## src/rtl/newton_raphson_pkg.sv

```systemverilog
// rtl/newton_raphson_pkg.sv - shared FSM encoding and constants for the Newton-Raphson divider
package newton_raphson_pkg;

   typedef enum logic [2:0] {
      IDLE, NORM, SEED, ITER_A, ITER_B, MULQ, CORR, DONE
   } nr_state_t;

   // Linear seed coefficients num/17 scaled to frac fractional bits (use num = 48 or 32)
   function automatic logic [63:0] nr_seed_const(input int num, input int frac);
      return (64'(num) << frac) / 64'd17;
   endfunction

   function automatic int nr_latency(input int iters);
      return 4 + 2 * iters;
   endfunction

endpackage

```

## src/rtl/newton_raphson_divide_seq_lzc.sv

```systemverilog
// rtl/newton_raphson_divide_seq_lzc.sv - combinational leading-zero count
module nr_lzc #(
   parameter int WIDTH = 8,
   parameter int CW    = $clog2(WIDTH + 1)
) (
   input  logic [WIDTH-1:0] a,
   output logic [CW-1:0]    count
);

   // Highest set bit wins because later iterations override earlier ones
   always_comb begin
      count = CW'(WIDTH);
      for (int i = 0; i < WIDTH; i++) begin
         if (a[i]) count = CW'(WIDTH - 1 - i);
      end
   end

endmodule

```

## src/rtl/newton_raphson_divide_seq.sv

```systemverilog
// rtl/newton_raphson_divide_seq.sv - sequential signed divider using a Newton-Raphson reciprocal
module newton_raphson_divide_seq
   import newton_raphson_pkg::*;
#(
   parameter int WIDTH = 8,
   parameter int ITERS = 3,
   parameter int FRAC  = 2 * WIDTH + 2
) (
   input  logic             clk,
   input  logic             rst_n,
   input  logic             in_valid,
   output logic             in_ready,
   input  logic [WIDTH-1:0] ne,
   input  logic [WIDTH-1:0] de,
   output logic             out_valid,
   input  logic             out_ready,
   output logic [WIDTH-1:0] out,
   output logic [WIDTH-1:0] rem,
   output logic             dbz,
   output logic             ovf
);

   localparam int MW  = FRAC + 2;
   localparam int PW  = 2 * MW;
   localparam int QW  = WIDTH + 1;
   localparam int RW  = WIDTH + 3;
   localparam int LZW = $clog2(WIDTH + 1);
   localparam int SHW = $clog2(FRAC + WIDTH + 1);
   localparam int ITW = $clog2(ITERS + 1);
   localparam logic [MW-1:0] C48 = MW'(nr_seed_const(48, FRAC));
   localparam logic [MW-1:0] C32 = MW'(nr_seed_const(32, FRAC));
   localparam logic [MW-1:0] TWO = MW'(2) << FRAC;
   localparam logic [WIDTH-1:0] MIN_MAG = {1'b1, {(WIDTH-1){1'b0}}};

   nr_state_t state, nxt;

   logic             sn, sd;
   logic [WIDTH-1:0] an, ad;
   logic [MW-1:0]    d_fix, x, t;
   logic [SHW-1:0]   sh;
   logic [QW-1:0]    q;
   logic [ITW-1:0]   it;
   logic [WIDTH-1:0] out_q, rem_q;
   logic             dbz_q, ovf_q;

   logic [LZW-1:0]   lz;
   logic [MW-1:0]    mul_a, mul_b, prod_frac;
   logic [PW-1:0]    prod;
   logic signed [RW-1:0] r_raw, r_fix, r_out;
   logic [QW-1:0]    q_fix, q_out;

   nr_lzc #(.WIDTH(WIDTH)) u_lzc (.a(ad), .count(lz));

   always_ff @(posedge clk or negedge rst_n) begin
      if (!rst_n) state <= IDLE;
      else        state <= nxt;
   end

   always_comb begin
      nxt = state;
      case (state)
         IDLE:    if (in_valid) nxt = NORM;
         NORM:    nxt = SEED;
         SEED:    nxt = ITER_A;
         ITER_A:  nxt = ITER_B;
         ITER_B:  nxt = (it == ITW'(ITERS - 1)) ? MULQ : ITER_A;
         MULQ:    nxt = CORR;
         CORR:    nxt = DONE;
         DONE:    if (out_ready) nxt = IDLE;
         default: nxt = IDLE;
      endcase
   end

   always_comb begin
      in_ready  = (state == IDLE);
      out_valid = (state == DONE);
      out       = out_valid ? out_q : '0;
      rem       = out_valid ? rem_q : '0;
      dbz       = out_valid & dbz_q;
      ovf       = out_valid & ovf_q;
   end

   // Single multiplier shared by every arithmetic step
   always_comb begin
      mul_a = '0;
      mul_b = '0;
      case (state)
         SEED:   begin mul_a = C32;       mul_b = d_fix;     end
         ITER_A: begin mul_a = d_fix;     mul_b = x;         end
         ITER_B: begin mul_a = x;         mul_b = TWO - t;   end
         MULQ:   begin mul_a = MW'(an);   mul_b = x;         end
         CORR:   begin mul_a = MW'(q);    mul_b = MW'(ad);   end
         default: ;
      endcase
   end

   assign prod      = PW'(mul_a) * PW'(mul_b);
   assign prod_frac = prod[FRAC +: MW];

   always_comb begin
      r_raw = $signed({3'b000, an}) - $signed(prod[RW-1:0]);
      q_fix = q;
      r_fix = r_raw;
      if (r_raw >= $signed({3'b000, ad})) begin
         q_fix = q + 1'b1;
         r_fix = r_raw - $signed({3'b000, ad});
      end else if (r_raw < 0) begin
         q_fix = q - 1'b1;
         r_fix = r_raw + $signed({3'b000, ad});
      end
      q_out = (sn ^ sd) ? -q_fix : q_fix;
      r_out = sn ? -r_fix : r_fix;
   end

   always_ff @(posedge clk or negedge rst_n) begin
      if (!rst_n) begin
         sn <= 1'b0;  sd <= 1'b0;  an <= '0;  ad <= '0;
         d_fix <= '0; x <= '0;  t <= '0;  sh <= '0;  q <= '0;  it <= '0;
         out_q <= '0; rem_q <= '0; dbz_q <= 1'b0; ovf_q <= 1'b0;
      end else begin
         case (state)
            IDLE: if (in_valid) begin
               sn <= ne[WIDTH-1];
               sd <= de[WIDTH-1];
               an <= ne[WIDTH-1] ? -ne : ne;
               ad <= de[WIDTH-1] ? -de : de;
            end
            NORM: begin
               d_fix <= MW'(ad) << (FRAC - WIDTH + int'(lz));
               sh    <= SHW'(FRAC + WIDTH) - SHW'(lz);
               it    <= '0;
            end
            SEED:   x <= C48 - prod_frac;
            ITER_A: t <= prod_frac;
            ITER_B: begin
               x  <= prod_frac;
               it <= it + 1'b1;
            end
            MULQ:   q <= QW'(prod >> sh);
            CORR: begin
               dbz_q <= (ad == '0);
               ovf_q <= sn & sd & (an == MIN_MAG) & (ad == WIDTH'(1));
               if (ad == '0) begin
                  out_q <= '1;
                  rem_q <= sn ? -an : an;
               end else begin
                  out_q <= q_out[WIDTH-1:0];
                  rem_q <= r_out[WIDTH-1:0];
               end
            end
            default: ;
         endcase
      end
   end

endmodule
```

## config.mk

```make
export PLATFORM = sky130hd
export DESIGN_NAME = newton_raphson_divide_seq
export DESIGN_NICKNAME = d
export VERILOG_FILES = /design/src/rtl/newton_raphson_pkg.sv /design/src/rtl/newton_raphson_divide_seq_lzc.sv /design/src/rtl/newton_raphson_divide_seq.sv
export SDC_FILE = /design/constraint.sdc
export NUM_CORES = 2
export LEC_CHECK = 0
export CAP_MARGIN = 20
export CORE_MARGIN = 10
export CORE_UTILIZATION = 46
export CTS_CLUSTER_DIAMETER = 60
export DETAILED_ROUTE_END_ITERATION = 10
export HOLD_SLACK_MARGIN = 0.15
export PLACE_DENSITY_LB_ADDON = 0.12
export SLEW_MARGIN = 10
export SYNTH_ARGS = -nofsm -noshare
export SYNTH_HDL_FRONTEND = slang
export SYNTH_HIERARCHICAL = 1
export SYNTH_SLANG_ARGS = --single-unit
```

## constraint.sdc

```tcl
create_clock -name clk -period 27 [get_ports clk]
set_clock_uncertainty 0.1 [all_clocks]
set_input_delay 5.4 -clock clk [delete_from_list [all_inputs] [get_ports clk]]
set_output_delay 5.4 -clock clk [all_outputs]
set_load 0.03 [all_outputs]
```

==> flow_summary_export.csv <==
group,metric,value,unit
sta,max_freq,82.2,MHz
sta,finalHoldViolations,0,
floorplanning,ios,40,
setup_path,timing.rr.start,"state[2]$_DFFE_PN0P_",
setup_path,required,27.22,ns
clock_tree,root_buffer,"clkbuf_16",
routing,post_drt_via_cell_ratio,6.05,
floorplanning,core.rowCount,83,
setup_path,crit_type,"reg2reg",
clock_tree,clk_latency,0.44,ns
cells_and_area,final_util,0.501,
cells_and_area,syn2layout_area_growth,7.29,%
logic_synthesis,synth_edf_count,0,
logic_synthesis,syn_inst,3009,
floorplanning,die_h,249,um
clock_tree,postCtsSetupBuffers,0,
routing,firstDrtPassIters,6,
floorplanning,die_area,62000,um^2
clock_tree,numCtsBuffers,17,
cells_and_area,multi_input_area,19000,um^2
routing,wirelength,86.3,mm
placement,placed_cell_area,25200,um^2
setup_path,reg2regPathDepth,35,
setup_path,slowest_stage,"dfrtp_1",
clock_tree,clkTransAtPathRegs,0.06,ns
sta,fin_crit_sh,0.451,
setup_path,cpMostUsedCell,"ha_1",
routing,route.detailed.drc,0,
logic_synthesis,synth.avg_cell_area,8.02,um^2
placement,port_buffers,39,
logic_synthesis,syn-cell-area,24100,um^2
global_route,grt_usage,0.275,
cells_and_area,drive_gt1_frac,0.0534,
sta,layout_setup_ws,14.84,ns
logic_synthesis,synth_cell_types,88,
floorplanning,start_util,0.467,
setup_path,worst_setup_path_end_kind,"flop",
cells_and_area,final_cell_area,25900,um^2
setup_path,slowest_delay,0.99,ns
setup_path,rrSetupSlack,14.84,ns
floorplanning,chipWidth,249,um
clock_tree,cts_resized,0,
outcome,status,"finished clean",
floorplanning,core,51600,um^2
routing,via_count,22136,
cells_and_area,mostFrequentLayoutCell,"nand2_1",
logic_synthesis,yosysWarnings,6,
clock_tree,cts_tree,"built",
run,maxCapViolations,0,
logic_synthesis,syn_nets,3539,
clock_tree,cts.htree.levels,4,
routing,post_drt_wl_per_cell,23.6,um
logic_synthesis,async_reset_ff_frac,1.00,
global_route,grt_start_max_net_pins,66,
routing,ant_nets,0,
setup_path,arrival,12.38,ns
clock_tree,clockBufferDepth,2,
cells_and_area,layout_common_cells,"nand2_1 (460), inv_1 (452), fa_1 (323)",
sta,fin_crit,12.16,ns
cells_and_area,nNetsFinal,3496,
sta,slew_viol_final,0,
sta,fin_setup_tns,0,ns
cells_and_area,fillers,5035,
sta,rsz0062_at_grt,"false",
sta,worst_pin_slew,1.32,ns
logic_synthesis,yosysSeqAreaShare,0.119,
global_route,antenna_found_initial,0,
placement,place_congestion,0.961,
setup_path,startpoint,"state[2]$_DFFE_PN0P_",
min_path,hold_class,"reg2reg",
setup_path,cp_max_fo,28,
logic_synthesis,synth_top_flop_cell,"dfrtp_1",
setup_path,regToRegEndpoint,"rem_q[7]$_DFFE_PN0N_",
setup_path,crit_path_end,"rem_q[7]$_DFFE_PN0N_",
cells_and_area,ff_latch_area,2880,um^2
sta,setup_viol,0,
logic_synthesis,ys_seq_elements,115,
placement,dpl.hpwl,67.7,mm
global_route,overflow,0,
global_route,grt_pass1_wl,134,mm
clock_tree,ctsHoldBuffers,0,
placement,place_ws,15.21,ns
global_route,grt_pass1_vias,21725,
sta,slew_headroom,0.119,
setup_path,startpoint_type,"flop",
routing,drt_iter0_markers,2322,
clock_tree,clock_sinks,115,
metal layers:
layer	global-route usage	wire (um)	up-vias
met5	0	0	-
met4	0.0877	2720	0
met3	0.0569	7880	119
met2	0.398	36600	1029
met1	0.402	39100	11143
li1	-	-	9845
critical path: cells and delay by family, from the launching register on:
family                     cells  cell delay, ns
AOI/OAI and AO/OA              7            2.54
xor gates and xnor gates       2            0.96
adders and majority gates     10            3.98
buffers and inverters          7            0.99
DFF                            1            0.99
muxes                          2            0.54
and+or+nand+nor                7            1.89
Yosys cell counts (all sizes together) (31+ instances only):
library cell    n  area share
and2           46       0.012
dfrtp         115        0.12
ha            187       0.097
a21oi         113       0.024
clkbuf        145       0.023
nor3           40      0.0083
a211oi         31       0.011
nor2          266       0.041
nand3          33      0.0068
mux2i          35       0.015
o21ai         173       0.036
xnor2          47       0.017
a22oi          47       0.015
xor2           48       0.018
nand2         460       0.072
fa            323        0.27
inv           454       0.071
worst min-delay path by stage:
stage | start | endpoint | slack (ns) | depth (start not counted)
detailed placement | ovf_q$_DFFE_PN0N_ | ovf_q$_DFFE_PN0N_ | 0.36 | 1
finish | ovf_q$_DFFE_PN0N_ | ovf_q$_DFFE_PN0N_ | 0.37 | 1
global placement | ovf_q$_DFFE_PN0N_ | ovf_q$_DFFE_PN0N_ | 0.36 | 1
floorplan | dbz_q$_DFFE_PN0N_ | dbz_q$_DFFE_PN0N_ | 0.34 | 2
CTS | ovf_q$_DFFE_PN0N_ | ovf_q$_DFFE_PN0N_ | 0.37 | 1
global route | ovf_q$_DFFE_PN0N_ | ovf_q$_DFFE_PN0N_ | 0.38 | 1
layout make-up:
type,count,area share
clock inverter,13,0.00658
antenna,1,0.0000967
clock buffer,18,0.0170
multi-input combinational,2280,0.733
sequential,115,0.111
inverter,455,0.0660
timing repair buffer,97,0.0329
tap,680,0.0329
registers in the layout, indices dropped and copies added, names as in the netlist, 3 cells and up:
| register | count |
|---|---|
| out_q | 8 |
| sh | 5 |
| state | 3 |
| d_fix | 20 |
| t | 20 |
| rem_q | 8 |
| q | 9 |
| an | 8 |
| x | 20 |
| ad | 8 |
stage by stage:
step                      cells  hold slack, ns
after detailed placement   3625           0.359
after CTS                  3656           0.371
final                      3659           0.367
after floorplan            3009           0.339
after global routing       3658           0.380
after global placement     3624           0.364
cells by family (layout without fill, tap and decap cells):
| group | count (synthesis) | count (layout) | share of synthesized area |
|---|---|---|---|
| mux | 56 | 56 | 0.0281 |
| fa+ha+maj | 510 | 510 | 0.365 |
| flops | 115 | 115 | 0.119 |
| compound gates | 637 | 637 | 0.178 |
| xor+xnor | 95 | 95 | 0.0351 |
| other cells | 0 | 1 | 0 |
| simple gates | 982 | 982 | 0.179 |
| buf+inv | 614 | 583 | 0.0956 |
Power is not shown: default switching activity piles up to over one toggle a cycle in this logic, so the estimate is an artifact.
